### src/rtl/c17_bist_pkg.sv
// Shared types, widths, tap masks and the LFSR step for the c17 BIST controller.
package c17_bist_pkg;
  localparam int CUT_IN_W  = 5;
  localparam int CUT_OUT_W = 2;
  localparam int MISR_W    = 8;

  // Feedback taps: LFSR x^5+x^3+1 (bits 4,2); MISR bits 7,5,4,3.
  localparam logic [CUT_IN_W-1:0] LFSR_TAPS = 5'b10100;
  localparam logic [MISR_W-1:0]   MISR_TAPS = 8'b10111000;

  typedef enum logic [1:0] {
    IDLE  = 2'd0,
    RUN   = 2'd1,
    CHECK = 2'd2,
    DONE  = 2'd3
  } bist_state_t;

  function automatic logic [CUT_IN_W-1:0] lfsr_next(input logic [CUT_IN_W-1:0] v);
    return {v[CUT_IN_W-2:0], ^(v & LFSR_TAPS)};
  endfunction
endpackage

### src/rtl/c17_bist_misr.sv
// 8-bit multiple-input signature register compacting the 2-bit CUT response.
module c17_bist_misr
  import c17_bist_pkg::*;
(
  input  logic                 i_clk,
  input  logic                 i_rst_n,
  input  logic                 i_clear,
  input  logic                 i_enable,
  input  logic [CUT_OUT_W-1:0] i_data,
  output logic [MISR_W-1:0]    o_sig
);
  logic [MISR_W-1:0] r_sig;

  // Clear wins over enable; otherwise shift with feedback and fold in the response.
  always_ff @(posedge i_clk or negedge i_rst_n) begin
    if (!i_rst_n)      r_sig <= '0;
    else if (i_clear)  r_sig <= '0;
    else if (i_enable) r_sig <= {r_sig[MISR_W-2:0], ^(r_sig & MISR_TAPS)}
                                ^ {{(MISR_W-CUT_OUT_W){1'b0}}, i_data};
  end

  assign o_sig = r_sig;
endmodule

### src/rtl/c17_bist_ctrl.sv
// BIST controller for c17: LFSR pattern source, MISR compaction, golden compare.
module c17_bist_ctrl
  import c17_bist_pkg::*;
#(
  parameter int unsigned          N_PAT  = 31,
  parameter logic [CUT_IN_W-1:0]  SEED   = 5'h01,
  parameter logic [MISR_W-1:0]    GOLDEN = 8'h00
) (
  input  logic                 i_clk,
  input  logic                 i_rst_n,
  input  logic                 i_start,
  input  logic                 i_abort,
  output logic [CUT_IN_W-1:0]  o_cut_in,
  input  logic [CUT_OUT_W-1:0] i_cut_out,
  output logic                 o_busy,
  output logic                 o_done,
  output logic                 o_pass,
  output logic [MISR_W-1:0]    o_signature,
  output logic [4:0]           o_pat_cnt
);
  localparam logic [4:0] LAST_CNT = 5'(N_PAT - 1);

  bist_state_t         r_state, w_next;
  logic                w_load, w_comp;
  logic [CUT_IN_W-1:0] r_lfsr, r_cut_in, w_lfsr_nxt;
  logic [4:0]          r_pat_cnt;
  logic                r_pass;
  logic [MISR_W-1:0]   w_sig;

  assign w_lfsr_nxt = lfsr_next(r_lfsr);

  // State register.
  always_ff @(posedge i_clk or negedge i_rst_n) begin
    if (!i_rst_n) r_state <= IDLE;
    else          r_state <= w_next;
  end

  // Next state; start only seen in IDLE/DONE, abort only in RUN/CHECK and
  // ahead of the RUN->CHECK step.
  always_comb begin
    w_next = r_state;
    w_load = 1'b0;
    w_comp = 1'b0;
    case (r_state)
      IDLE, DONE: if (i_start) begin
        w_next = RUN;
        w_load = 1'b1;
      end
      RUN: if (i_abort) w_next = IDLE;
           else begin
             w_comp = 1'b1;
             if (r_pat_cnt == LAST_CNT) w_next = CHECK;
           end
      CHECK: w_next = i_abort ? IDLE : DONE;
      default: w_next = IDLE;
    endcase
  end

  // Pattern source, counter and verdict. cut_in is a flop that mirrors the
  // LFSR while running and is zero everywhere else.
  always_ff @(posedge i_clk or negedge i_rst_n) begin
    if (!i_rst_n) begin
      r_lfsr    <= SEED;
      r_cut_in  <= '0;
      r_pat_cnt <= '0;
      r_pass    <= 1'b0;
    end else if (w_load) begin
      r_lfsr    <= SEED;
      r_cut_in  <= SEED;
      r_pat_cnt <= '0;
      r_pass    <= 1'b0;
    end else if (w_comp) begin
      r_lfsr    <= w_lfsr_nxt;
      r_cut_in  <= (w_next == RUN) ? w_lfsr_nxt : '0;
      r_pat_cnt <= r_pat_cnt + 5'd1;
    end else begin
      r_cut_in  <= '0;
      if (r_state == CHECK) r_pass <= !i_abort && (w_sig == GOLDEN);
    end
  end

  c17_bist_misr u_misr (
    .i_clk    (i_clk),
    .i_rst_n  (i_rst_n),
    .i_clear  (w_load),
    .i_enable (w_comp),
    .i_data   (i_cut_out),
    .o_sig    (w_sig)
  );

  assign o_cut_in    = r_cut_in;
  assign o_busy      = (r_state == RUN) || (r_state == CHECK);
  assign o_done      = (r_state == DONE);
  assign o_pass      = r_pass && o_done;
  assign o_signature = w_sig;
  assign o_pat_cnt   = r_pat_cnt;
endmodule

### config.mk
export PLATFORM = sky130hd
export DESIGN_NAME = c17_bist_ctrl
export DESIGN_NICKNAME = d
export VERILOG_FILES = /design/src/rtl/c17_bist_pkg.sv /design/src/rtl/c17_bist_misr.sv /design/src/rtl/c17_bist_ctrl.sv
export SDC_FILE = /design/constraint.sdc
export NUM_CORES = 1
export LEC_CHECK = 0
export CORE_MARGIN = 2
export CORE_UTILIZATION = 35
export DETAILED_ROUTE_END_ITERATION = 12
export PLACE_DENSITY = 0.6
export RECOVER_POWER = 25
export SYNTH_ARGS = -nofsm -noshare
export SYNTH_HDL_FRONTEND = slang
export SYNTH_HIERARCHICAL = 1
export SYNTH_SLANG_ARGS = --single-unit
### constraint.sdc
create_clock -name i_clk -period 2.9 [get_ports i_clk]
set_input_delay 0.435 -clock i_clk [delete_from_list [all_inputs] [get_ports i_clk]]
set_output_delay 0.435 -clock i_clk [all_outputs]
set_load 0.05 [all_outputs]
==> results of run 1 <==
==> cells in the mapped netlist (all sizes together) (2+ instances only) <==
| cell | n |
|---|---|
| buf | 3 |
| and2 | 2 |
| o22ai | 2 |
| a21oi | 8 |
| nand4 | 3 |
| nand2b | 5 |
| a21o | 4 |
| nor2 | 22 |
| nor3 | 2 |
| xor2 | 4 |
| ha | 5 |
| nand2 | 12 |
| mux2i | 6 |
| inv | 6 |
| a32oi | 2 |
| dfrtp | 25 |
| nand3 | 5 |
| xnor2 | 3 |
| o21ai | 2 |
==> how the worst min path moves through the flow <==
stage               slack (ps)  cells after the start           to
global placement           500                      2  o_cut_in[1]
global route               540                      1    r_lfsr[0]
floorplan                  140                      0  o_cut_in[0]
detailed placement         500                      2  o_cut_in[1]
finish                     520                      2  o_cut_in[1]
CTS                        510                      2  o_cut_in[1]
==> state kept, by name, indices dropped and copies added, names as in the netlist <==
register / cells
o_cut_in: 5
o_pat_cnt: 5
r_lfsr: 5
r_pass: 1
r_state: 2
u_misr/o_sig: 8
==> metal layers <==
layer / share of wire (%) / global-route usage (%) / vias up
met3: 3.7 / 2.226 / 4
met4: 1.5 / 5.208 / 0
li1: - / - / 493
met2: 49 / 22.42 / 25
met1: 46 / 18.17 / 489
met5: 0 / 0 / -
==> through the flow <==
step           util [%]  area (um2)
6_report          45.70        1660
4_1_cts           45.80        1664
2_1_floorplan         -        1306
5_1_grt           45.70        1660
3_3_place_gp      44.28        1609
3_5_place_dp      44.28        1609
==> cell families (layout without fill, tap and decap cells) <==
logic type	after synthesis	in the layout	synth area share (%)
xor gates and xnor gates	8	8	6.418
buffers and inverters	10	37	3.832
DFF	26	26	49.90
and+or+nand+nor	53	53	18.78
adders and majority gates	5	5	4.789
muxes	6	6	4.598
AOI/OAI and AO/OA	21	21	11.69
==> power groups by stage <==
stage / Clock [mW] / Combinational, mW / Sequential, mW
after detailed placement: 0 / 0.606 / 0.519
after global routing: 0.254 / 0.657 / 0.526
final: 0.233 / 0.601 / 0.512
after global placement: 0 / 0.596 / 0.515
after CTS: 0.238 / 0.608 / 0.513
after floorplan: 0 / 0.308 / 0.647
==> final cells by class <==
class	instances	area [um2]
sequential	26	651.9
multi-input combinational	93	604.3
fill	362	1973
timing repair buffer	27	264.0
clock buffer	4	55.05
inverter	6	25.02
tap	48	60.06
==> worst max-delay path: stages (launching register included) <==
cell and delay (ps):
dfrtp_1 430, inv_1 80, ha_1 360, inv_1 170
clkdlybuf4s50_1 830
==> impl_metrics.env, run 1 <==
export IMPL_outcome="finished, final reports clean"
export IMPL_path_max_fanout=6
export IMPL_synth_edff_count=0
export IMPL_dieArea_um2=4237
export IMPL_hold_start="r_lfsr[0]"
export IMPL_yosysTopAreaCellShare_pct=47.89
export IMPL_crit_path_end="o_busy"
export IMPL_cts_tree="yes"
export IMPL_worst_setup_path_type="reg2out"
export IMPL_pwr_share_clk_pct=17.3
export IMPL_swShare_pct=42.74
export IMPL_grt_pass1_wl_um=4471
export IMPL_ys_top_cells_by_area="dfrtp_1, nor2_1, ha_1, mux2i_1, nand2_1"
export IMPL_synth_top_cell_by_area="dfrtp_1"
export IMPL_peakVddDrop_uv=470.3
export IMPL_drtPass1Iterations=4
export IMPL_drt_iter0_drc=28
export IMPL_grt_setup_unrepaired="no"
export IMPL_ctsResizeCount=0
export IMPL_syn_area_per_cell_um2=10.13
export IMPL_r2r_slack_ps=1120
export IMPL_synth_ff_type="dfrtp_1"
export IMPL_synthArstFlopShare_pct=100.0
export IMPL_setup_tns_final_ps=0
export IMPL_grt_pass1_vias=990
export IMPL_crit_arrival_ps=2130
export IMPL_root_buffer="clkbuf_8"
export IMPL_vias_per_cell=4.956
export IMPL_p_leak_nw=0.7409
export IMPL_seq_area_frac_synth_pct=49.90
export IMPL_ant_nets=0
export IMPL_place_hpwl_um=1937
export IMPL_layout_common_cells="clkdlybuf4s50_1, dfrtp_1, nor2_1"
export IMPL_overflow=0
export IMPL_clk_path_buf_depth=2
export IMPL_power_frac_seq_pct=38.0
export IMPL_io_pins=27
export IMPL_drv_cap=0
export IMPL_cts_setup_buffers=0
export IMPL_p_switching_mw=0.5752
export IMPL_max_slew_worst_pin_slew_ps=693.9
export IMPL_rows=22
export IMPL_syn_to_final_growth_pct=27.11
export IMPL_cts_hold_buf=0
export IMPL_gp_congestion=0.8543
export IMPL_clkTransAtPathRegs_ps=90
export IMPL_finClkSkew_ps=4.145
export IMPL_ys_ff_latch=26
export IMPL_setup_viol=0
export IMPL_layout_drive_gt1_share_pct=7.692
export IMPL_drc=0
export IMPL_hold_slack_ps=515.3
export IMPL_cp_end_kind="primary output"
export IMPL_track_usage_pct=13.64
export IMPL_relSlewSlack_pct=53.74
export IMPL_die_y_um=65.09
export IMPL_max_freq_mhz=389.8
export IMPL_cp_required_ps=2470
export IMPL_clock_latency_ps=270
export IMPL_hold_path_class="reg2reg"
export IMPL_dp_cells=200
export IMPL_coreArea_um2=3633
export IMPL_start_kind="flop"
export IMPL_syn_num_nets=140
export IMPL_r2r_end="o_cut_in[1]"
export IMPL_power_mw=1.346
export IMPL_worstRegToRegCells=6
export IMPL_die_w_um=65.09
export IMPL_grt_antenna_before_repair=0
export IMPL_ys_warn_count=6
export IMPL_syn_instance_count=129
export IMPL_combPwrFrac_pct=44.7
export IMPL_wl_per_cell_um=12.72
export IMPL_n_antenna_cell=0
export IMPL_start_util_pct=35.95
export IMPL_drt_total_wl_um=2594
export IMPL_powerDensity_nw_per_um2=810.5
export IMPL_finalCritPeriodShare_pct=88.45
export IMPL_startpoint="r_state[0]"
export IMPL_num_vias=1011
export IMPL_final_hold_viol_count=0
export IMPL_htreeDepth=1
export IMPL_numClockSinks=26
export IMPL_grt_max_degree=22
export IMPL_yosysUniqueCellTypes=34
export IMPL_rr_startpoint="r_state[0]"
export IMPL_fin_crit_ps=2565
export IMPL_nets=168
export IMPL_setup_ws_ps=334.8
export IMPL_mappedNetlistArea_um2=1306
export IMPL_post_place_ws_ps=647.6
export IMPL_final_cells=204
export IMPL_io_buffer_count=26
export IMPL_power_internal_mw=0.7706
export IMPL_final_max_slew_viol_count=0
export IMPL_cts_buffers_inserted=3
(Power assumes the default switching activity.)
==> inputs of run 2 (changes only) <==
--- a/config.mk
+++ b/config.mk
@@ -8,6 +8,7 @@
 export CORE_MARGIN = 2
 export CORE_UTILIZATION = 35
 export DETAILED_ROUTE_END_ITERATION = 12
+export GPL_ROUTABILITY_DRIVEN = 0
 export PLACE_DENSITY = 0.6
 export RECOVER_POWER = 25
 export SYNTH_ARGS = -nofsm -noshare
==> results of run 2 <==
No change in the layout: final DEF, timing and power equal those of run 1.
==> inputs of run 3 (changes only) <==
--- a/config.mk
+++ b/config.mk
@@ -7,6 +7,7 @@
 export LEC_CHECK = 0
 export CORE_MARGIN = 2
 export CORE_UTILIZATION = 35
+export CTS_BUF_LIST = sky130_fd_sc_hd__clkbuf_4 sky130_fd_sc_hd__clkbuf_8
 export DETAILED_ROUTE_END_ITERATION = 12
 export GPL_ROUTABILITY_DRIVEN = 0
 export PLACE_DENSITY = 0.6
==> results of run 3 <==
No change in the layout: final DEF, timing and power equal those of run 1.
